**src/rtl/wormhole_switch_allocator.sv**
```systemverilog
// wormhole_switch_allocator
// Switch allocator and crossbar for the mesh NoC wormhole router. Each output
// port has its own round-robin arbiter. The winning flit is registered onto
// that output one cycle after the grant, and rd_en pops the granted input in
// the grant cycle.
// Optional feature macro: SA_PKT_LOCK_EN. When it is defined, an output that
// grants a head flit is locked to that input until the tail flit has been
// transferred. When it is undefined, every flit is arbitrated independently
// and the flit type bits are ignored (single-flit-packet builds).
module wormhole_switch_allocator #(
  parameter int NUM_PORTS = 5,
  parameter int OP_SIZE   = 3,
  parameter int FLIT_SIZE = 8
) (
  input  logic                           clk,
  input  logic                           rst,
  input  logic [NUM_PORTS-1:0]           empty,
  input  logic [NUM_PORTS*OP_SIZE-1:0]   op_port,
  input  logic [NUM_PORTS*FLIT_SIZE-1:0] in_buf,
  input  logic [NUM_PORTS-1:0]           ON_OFF_signal,
  output logic [NUM_PORTS-1:0]           rd_en,
  output logic [NUM_PORTS-1:0]           wr_en,
  output logic [NUM_PORTS*FLIT_SIZE-1:0] op_flit
);

  localparam int PW = (NUM_PORTS > 1) ? $clog2(NUM_PORTS) : 1;

  // Round-robin pointer advance with wrap at NUM_PORTS.
  function automatic logic [PW-1:0] ptr_inc(input logic [PW-1:0] p);
    logic [PW-1:0] r;
    if (p == PW'(NUM_PORTS - 1)) r = {PW{1'b0}};
    else                         r = p + PW'(1'b1);
    return r;
  endfunction

`ifdef SA_PKT_LOCK_EN
  typedef enum logic {IDLE = 1'b0, LOCKED = 1'b1} state_e;

  localparam logic [1:0] FT_HEAD = 2'b01;

  // Tail and single flits both close a packet (type bit [1] set).
  function automatic logic is_tail(input logic [FLIT_SIZE-1:0] f);
    return f[FLIT_SIZE-1];
  endfunction

  function automatic logic is_head(input logic [FLIT_SIZE-1:0] f);
    return (f[FLIT_SIZE-1 -: 2] == FT_HEAD);
  endfunction

  state_e        state_r     [NUM_PORTS];
  state_e        state_nxt_s [NUM_PORTS];
  logic [PW-1:0] owner_r     [NUM_PORTS];
  logic [PW-1:0] owner_nxt_s [NUM_PORTS];
`endif

  logic [NUM_PORTS-1:0]           req_s [NUM_PORTS];  // req_s[o][i]
  logic [PW-1:0]                  scan_s [NUM_PORTS];
  logic [PW-1:0]                  win_s [NUM_PORTS];
  logic [FLIT_SIZE-1:0]           flit_s [NUM_PORTS];
  logic [PW-1:0]                  ptr_r [NUM_PORTS];
  logic [PW-1:0]                  ptr_nxt_s [NUM_PORTS];
  logic [NUM_PORTS-1:0]           gnt_s;
  logic [NUM_PORTS-1:0]           rd_en_s;
  logic [NUM_PORTS-1:0]           wr_en_r;
  logic [NUM_PORTS*FLIT_SIZE-1:0] op_flit_r;

  // Request matrix: a non-empty input asks for the output its route names;
  // out-of-range route indices match no output and so raise no request.
  always_comb begin
    for (int o = 0; o < NUM_PORTS; o++) begin
      for (int i = 0; i < NUM_PORTS; i++) begin
        req_s[o][i] = !empty[i] && (op_port[i*OP_SIZE +: OP_SIZE] == OP_SIZE'(o));
      end
    end
  end

  // Round-robin scan from ptr upward. The loop runs backwards so the last
  // overwrite is the requester closest to ptr.
  always_comb begin
    logic [PW:0]   sum_s;
    logic [PW-1:0] idx_s;
    sum_s = {(PW+1){1'b0}};
    idx_s = {PW{1'b0}};
    for (int o = 0; o < NUM_PORTS; o++) begin
      scan_s[o] = {PW{1'b0}};
      for (int k = NUM_PORTS - 1; k >= 0; k--) begin
        sum_s     = {1'b0, ptr_r[o]} + (PW+1)'(k);
        idx_s     = (sum_s >= (PW+1)'(NUM_PORTS)) ? PW'(sum_s - (PW+1)'(NUM_PORTS)) : PW'(sum_s);
        scan_s[o] = req_s[o][idx_s] ? idx_s : scan_s[o];
      end
    end
  end

  // Per-output grant decision and next arbiter state.
  always_comb begin
    for (int o = 0; o < NUM_PORTS; o++) begin
      gnt_s[o]     = 1'b0;
      win_s[o]     = scan_s[o];
      ptr_nxt_s[o] = ptr_r[o];
`ifdef SA_PKT_LOCK_EN
      state_nxt_s[o] = state_r[o];
      owner_nxt_s[o] = owner_r[o];
      case (state_r[o])
        IDLE: begin
          if (ON_OFF_signal[o] && (|req_s[o])) begin
            gnt_s[o]       = 1'b1;
            ptr_nxt_s[o]   = ptr_inc(scan_s[o]);
            owner_nxt_s[o] = scan_s[o];
            // Only a head opens a lock; single, stray body and stray tail
            // flits are forwarded and leave the output idle.
            state_nxt_s[o] = is_head(in_buf[int'(scan_s[o])*FLIT_SIZE +: FLIT_SIZE]) ? LOCKED : IDLE;
          end else begin
            gnt_s[o] = 1'b0;
          end
        end
        LOCKED: begin
          win_s[o] = owner_r[o];
          if (ON_OFF_signal[o] && req_s[o][owner_r[o]]) begin
            gnt_s[o]       = 1'b1;
            state_nxt_s[o] = is_tail(in_buf[int'(owner_r[o])*FLIT_SIZE +: FLIT_SIZE]) ? IDLE : LOCKED;
          end else begin
            gnt_s[o] = 1'b0;
          end
        end
        default: begin
          state_nxt_s[o] = IDLE;
        end
      endcase
`else
      if (ON_OFF_signal[o] && (|req_s[o])) begin
        gnt_s[o]     = 1'b1;
        ptr_nxt_s[o] = ptr_inc(scan_s[o]);
      end else begin
        gnt_s[o] = 1'b0;
      end
`endif
      flit_s[o] = in_buf[int'(win_s[o])*FLIT_SIZE +: FLIT_SIZE];
    end
  end

  // Input pops: OR of per-output one-hot grants, held off while in reset.
  always_comb begin
    rd_en_s = {NUM_PORTS{1'b0}};
    for (int o = 0; o < NUM_PORTS; o++) begin
      rd_en_s = rd_en_s | (gnt_s[o] ? ({{(NUM_PORTS-1){1'b0}}, 1'b1} << win_s[o])
                                    : {NUM_PORTS{1'b0}});
    end
    rd_en = rst ? rd_en_s : {NUM_PORTS{1'b0}};
  end

  // Arbiter state and registered crossbar output stage.
  always_ff @(posedge clk or negedge rst) begin
    if (!rst) begin
      for (int o = 0; o < NUM_PORTS; o++) begin
        ptr_r[o] <= {PW{1'b0}};
`ifdef SA_PKT_LOCK_EN
        state_r[o] <= IDLE;
        owner_r[o] <= {PW{1'b0}};
`endif
      end
      wr_en_r   <= {NUM_PORTS{1'b0}};
      op_flit_r <= {(NUM_PORTS*FLIT_SIZE){1'b0}};
    end else begin
      for (int o = 0; o < NUM_PORTS; o++) begin
        ptr_r[o] <= ptr_nxt_s[o];
`ifdef SA_PKT_LOCK_EN
        state_r[o] <= state_nxt_s[o];
        owner_r[o] <= owner_nxt_s[o];
`endif
        wr_en_r[o] <= gnt_s[o];
        if (gnt_s[o]) begin
          op_flit_r[o*FLIT_SIZE +: FLIT_SIZE] <= flit_s[o];
        end
      end
    end
  end

  assign wr_en   = wr_en_r;
  assign op_flit = op_flit_r;

endmodule

```
**config.mk**
```make
export PLATFORM = sky130hd
export DESIGN_NAME = wormhole_switch_allocator
export DESIGN_NICKNAME = d
export VERILOG_FILES = /design/src/rtl/wormhole_switch_allocator.sv
export SDC_FILE = /design/constraint.sdc
export NUM_CORES = 1
export LEC_CHECK = 0
export BUFFER_PORTS_ARGS = -buffer_cell sky130_fd_sc_hd__buf_4
export CAP_MARGIN = 20
export CORE_UTILIZATION = 55
export DETAILED_ROUTE_END_ITERATION = 16
export GPL_ROUTABILITY_DRIVEN = 0
export PLACE_DENSITY_LB_ADDON = 0.08
export SLEW_MARGIN = 30
export SYNTH_ARGS = -nofsm -noshare
export SYNTH_HDL_FRONTEND = slang
export SYNTH_SLANG_ARGS = --single-unit
```
**constraint.sdc**
```tcl
create_clock -name clk -period 4.3 [get_ports clk]
set_input_delay 0 -clock clk [delete_from_list [all_inputs] [get_ports clk]]
set_output_delay 0 -clock clk [all_outputs]
set_load 0.1 [all_outputs]
```
==> results.txt <==
CP Capture Type: output pin
top-count cell post-synth: nand2_1
Mapped Area: 9630 µm²
Final Max Tran Viols: 0
yosys warns: 0
die span in y: 134 µm
Worst EP required: 4.30 ns
top cells by area, synth: dfrtp_1 (16%), ha_1 (8.3%), mux2i_1 (8.2%)
maximum clock path buffer count: 2
RSZ-0062 raised after global routing: yes
Final Hold Viols: 0
Skew-Pair Late Insertion Delay: 0.34 ns
initial DRC count: 1,172
number of synthesized register bits: 60
Final ANT Viol Nets: 0
period utilisation layout: 100%
Final Setup Violations: 1
dpl hpwl: 26.0 mm
Async SR Flop Fraction: 100%
Clk pin slew, worst setup/hold paths: 0.06 ns
area taken by multi-input logic gates: 8040 µm²
die outline area: 18,000 µm²
CTS tree: built
first-pass GRT wire length: 53.4 mm
Area Growth Syn to Fin: 23.7%
FF/Latch Area: 1500 µm²
I/O Pins: 117
vias in the first global route: 10,192
design area: 11,900 µm²
CTS buffer count: 9
Commonest cells post-synth: nand2_1 (105), nor2_1 (89), a21oi_1 (86)
DRC viols: 0
Post-Route WL: 35.4 mm
ant diodes: 0
Die W: 134 µm
WHS: 0.00588 ns
area leader, netlist: dfrtp_1
worst hold path class: input pin to flop
placed inst area: 11,000 µm²
total grt overflow: 0
total track usage: 37.7%
Post-Syn Nets: 1,379
final net count: 1,511
failing checks: setup timing
Post-synth EDFFs: 0
f_max: 232 MHz
CORE AREA: 17,200 µm²
via count: 11,139
syn_area_per_cell: 7.75 µm²
post-synthesis cell count: 1,243
Slew @ Worst Pin: 0.897 ns
initial antenna violation count: 0
DR pass1 iterations: 6
fillcell total: 1,467
Synth Flop Type: dfrtp_1
WL/cell: 22.1 µm
synth unique cells: 102
Final min period: 4.31 ns
top-area cell type share of the netlist area: 15.6%
pin count of the biggest net entering global routing: 62
Seq/Total Area, Yosys: 15.6%
share of cells above drive strength 1: 24.9%
Max FO, Critical Path: 5
Worst Setup Start Kind: flop
IO Port Bufs: 116
clk sinks: 60
Slew HR: 39.6%
final setup margin: -0.0143 ns
CTS H-tree lvls: 3
status: complete, but fails checks
Root Driver: clkbuf_16
CP Data Arrival Time: 4.31 ns
row count: 48
type of the worst setup path: flop to output pin
Starting Density: 56.1%
Final Skew: 0.00794 ns
maxcap violations: 0
average vias per placed instance: 6.94
## final cells by class
cell class              instances  area share [%]
well taps                     225            2.36
inverters                      58            1.86
multi-input cells            1046            67.5
clock inverters                 6           0.546
clock buffers                  10            1.92
repair buffers                200            13.3
flip-flops and latches         60            12.6
## cells by family after synthesis
| group | after synthesis | synth area share [%] |
|---|---|---|
| XOR/XNOR | 11 | 1.00 |
| flip-flops | 60 | 15.6 |
| buffers and inverters | 137 | 6.22 |
| adder cells (fa/ha/maj) | 69 | 9.35 |
| AND/OR/NAND/NOR | 442 | 25.0 |
| multiplexers | 108 | 12.1 |
| AO/OA/AOI/OAI | 416 | 30.8 |
## worst paths after layout
check	cells after the start	endpoint	slack, ns	from
hold / removal	3	op_flit[36]	0.006	in_buf[36]
max in group asynchronous	2	ptr_r[0]	3.43	rst
setup reg to reg	15	op_flit[22]	0.40	ptr_r[7]
setup / recovery	17	rd_en[3]	-0.01	ptr_r[3]
hold reg to reg	2	op_flit[2]	0.51	op_flit[2]
min in group asynchronous	2	wr_en[3]	0.31	rst
## cells in the final DEF, fill, tap and decap left out, types with 17 or more instances in the layout
cell type    n
a21oi_1     74
nand2_1    104
mux2_2      18
nor2b_1     17
nor3_1      17
buf_4      182
ha_1        52
inv_1       51
mux2i_1     75
o21ai_0     58
o31ai_1     18
nand2b_1    23
a211oi_1    17
dfrtp_1     60
a221oi_1    17
nor2_1      89
nand3_1     47
and3_1      30
## registers in the layout, summed over array words and instances (netlist names)
signal / flops
ptr_r: 15
wr_en: 5
op_flit: 40
## routing by layer
| metal | up-vias | share of wire (%) | track usage, % |
|---|---|---|---|
| met1 | 5239 | 40 | 48.5 |
| met2 | 717 | 44 | 58.8 |
| met5 | - | 0 | 0 |
| met3 | 153 | 9.7 | 6.05 |
| li1 | 5030 | - | - |
| met4 | 0 | 6.4 | 24.0 |
## critical path, stage by stage (launching register included)
cell	delay (ns)
dfrtp_1	0.40
clkinv_1	0.08
ha_1	0.16
inv_1	0.05
fa_1	0.37
or3_1	0.43
and3_1	0.21
o211a_1	0.27
nor3_1	0.26
o221ai_1	0.17
a31oi_2	0.41
buf_4	0.19
inv_1	0.06
ha_1	0.20
ha_1	0.19
a22oi_2	0.21
a21oi_4	0.09
buf_12	0.20
## per-stage QoR
step	instances	util (%)	TNS (ns)	setup WS, ns
after CTS	1595	67.1	-0.0128	-0.0128
after global routing	1605	69.4	-0.555	-0.154
after global placement	1569	63.9	0	0.196
after detailed placement	1569	63.9	0	0.146
final	1605	69.4	-0.0143	-0.0143
after floorplan	1243	-	-0.0265	-0.0265
## what timing repair did
action,in CTS,in global routing
gates cloned,0,0
pin swaps,5,16
resized for setup,29,79
hold endpoints to repair,66,0
setup buffers,3,10
hold buffers,7,0
setup endpoints to repair,5,5
Power is not shown: default switching activity piles up to over one toggle a cycle in this logic, so the estimate is an artifact.
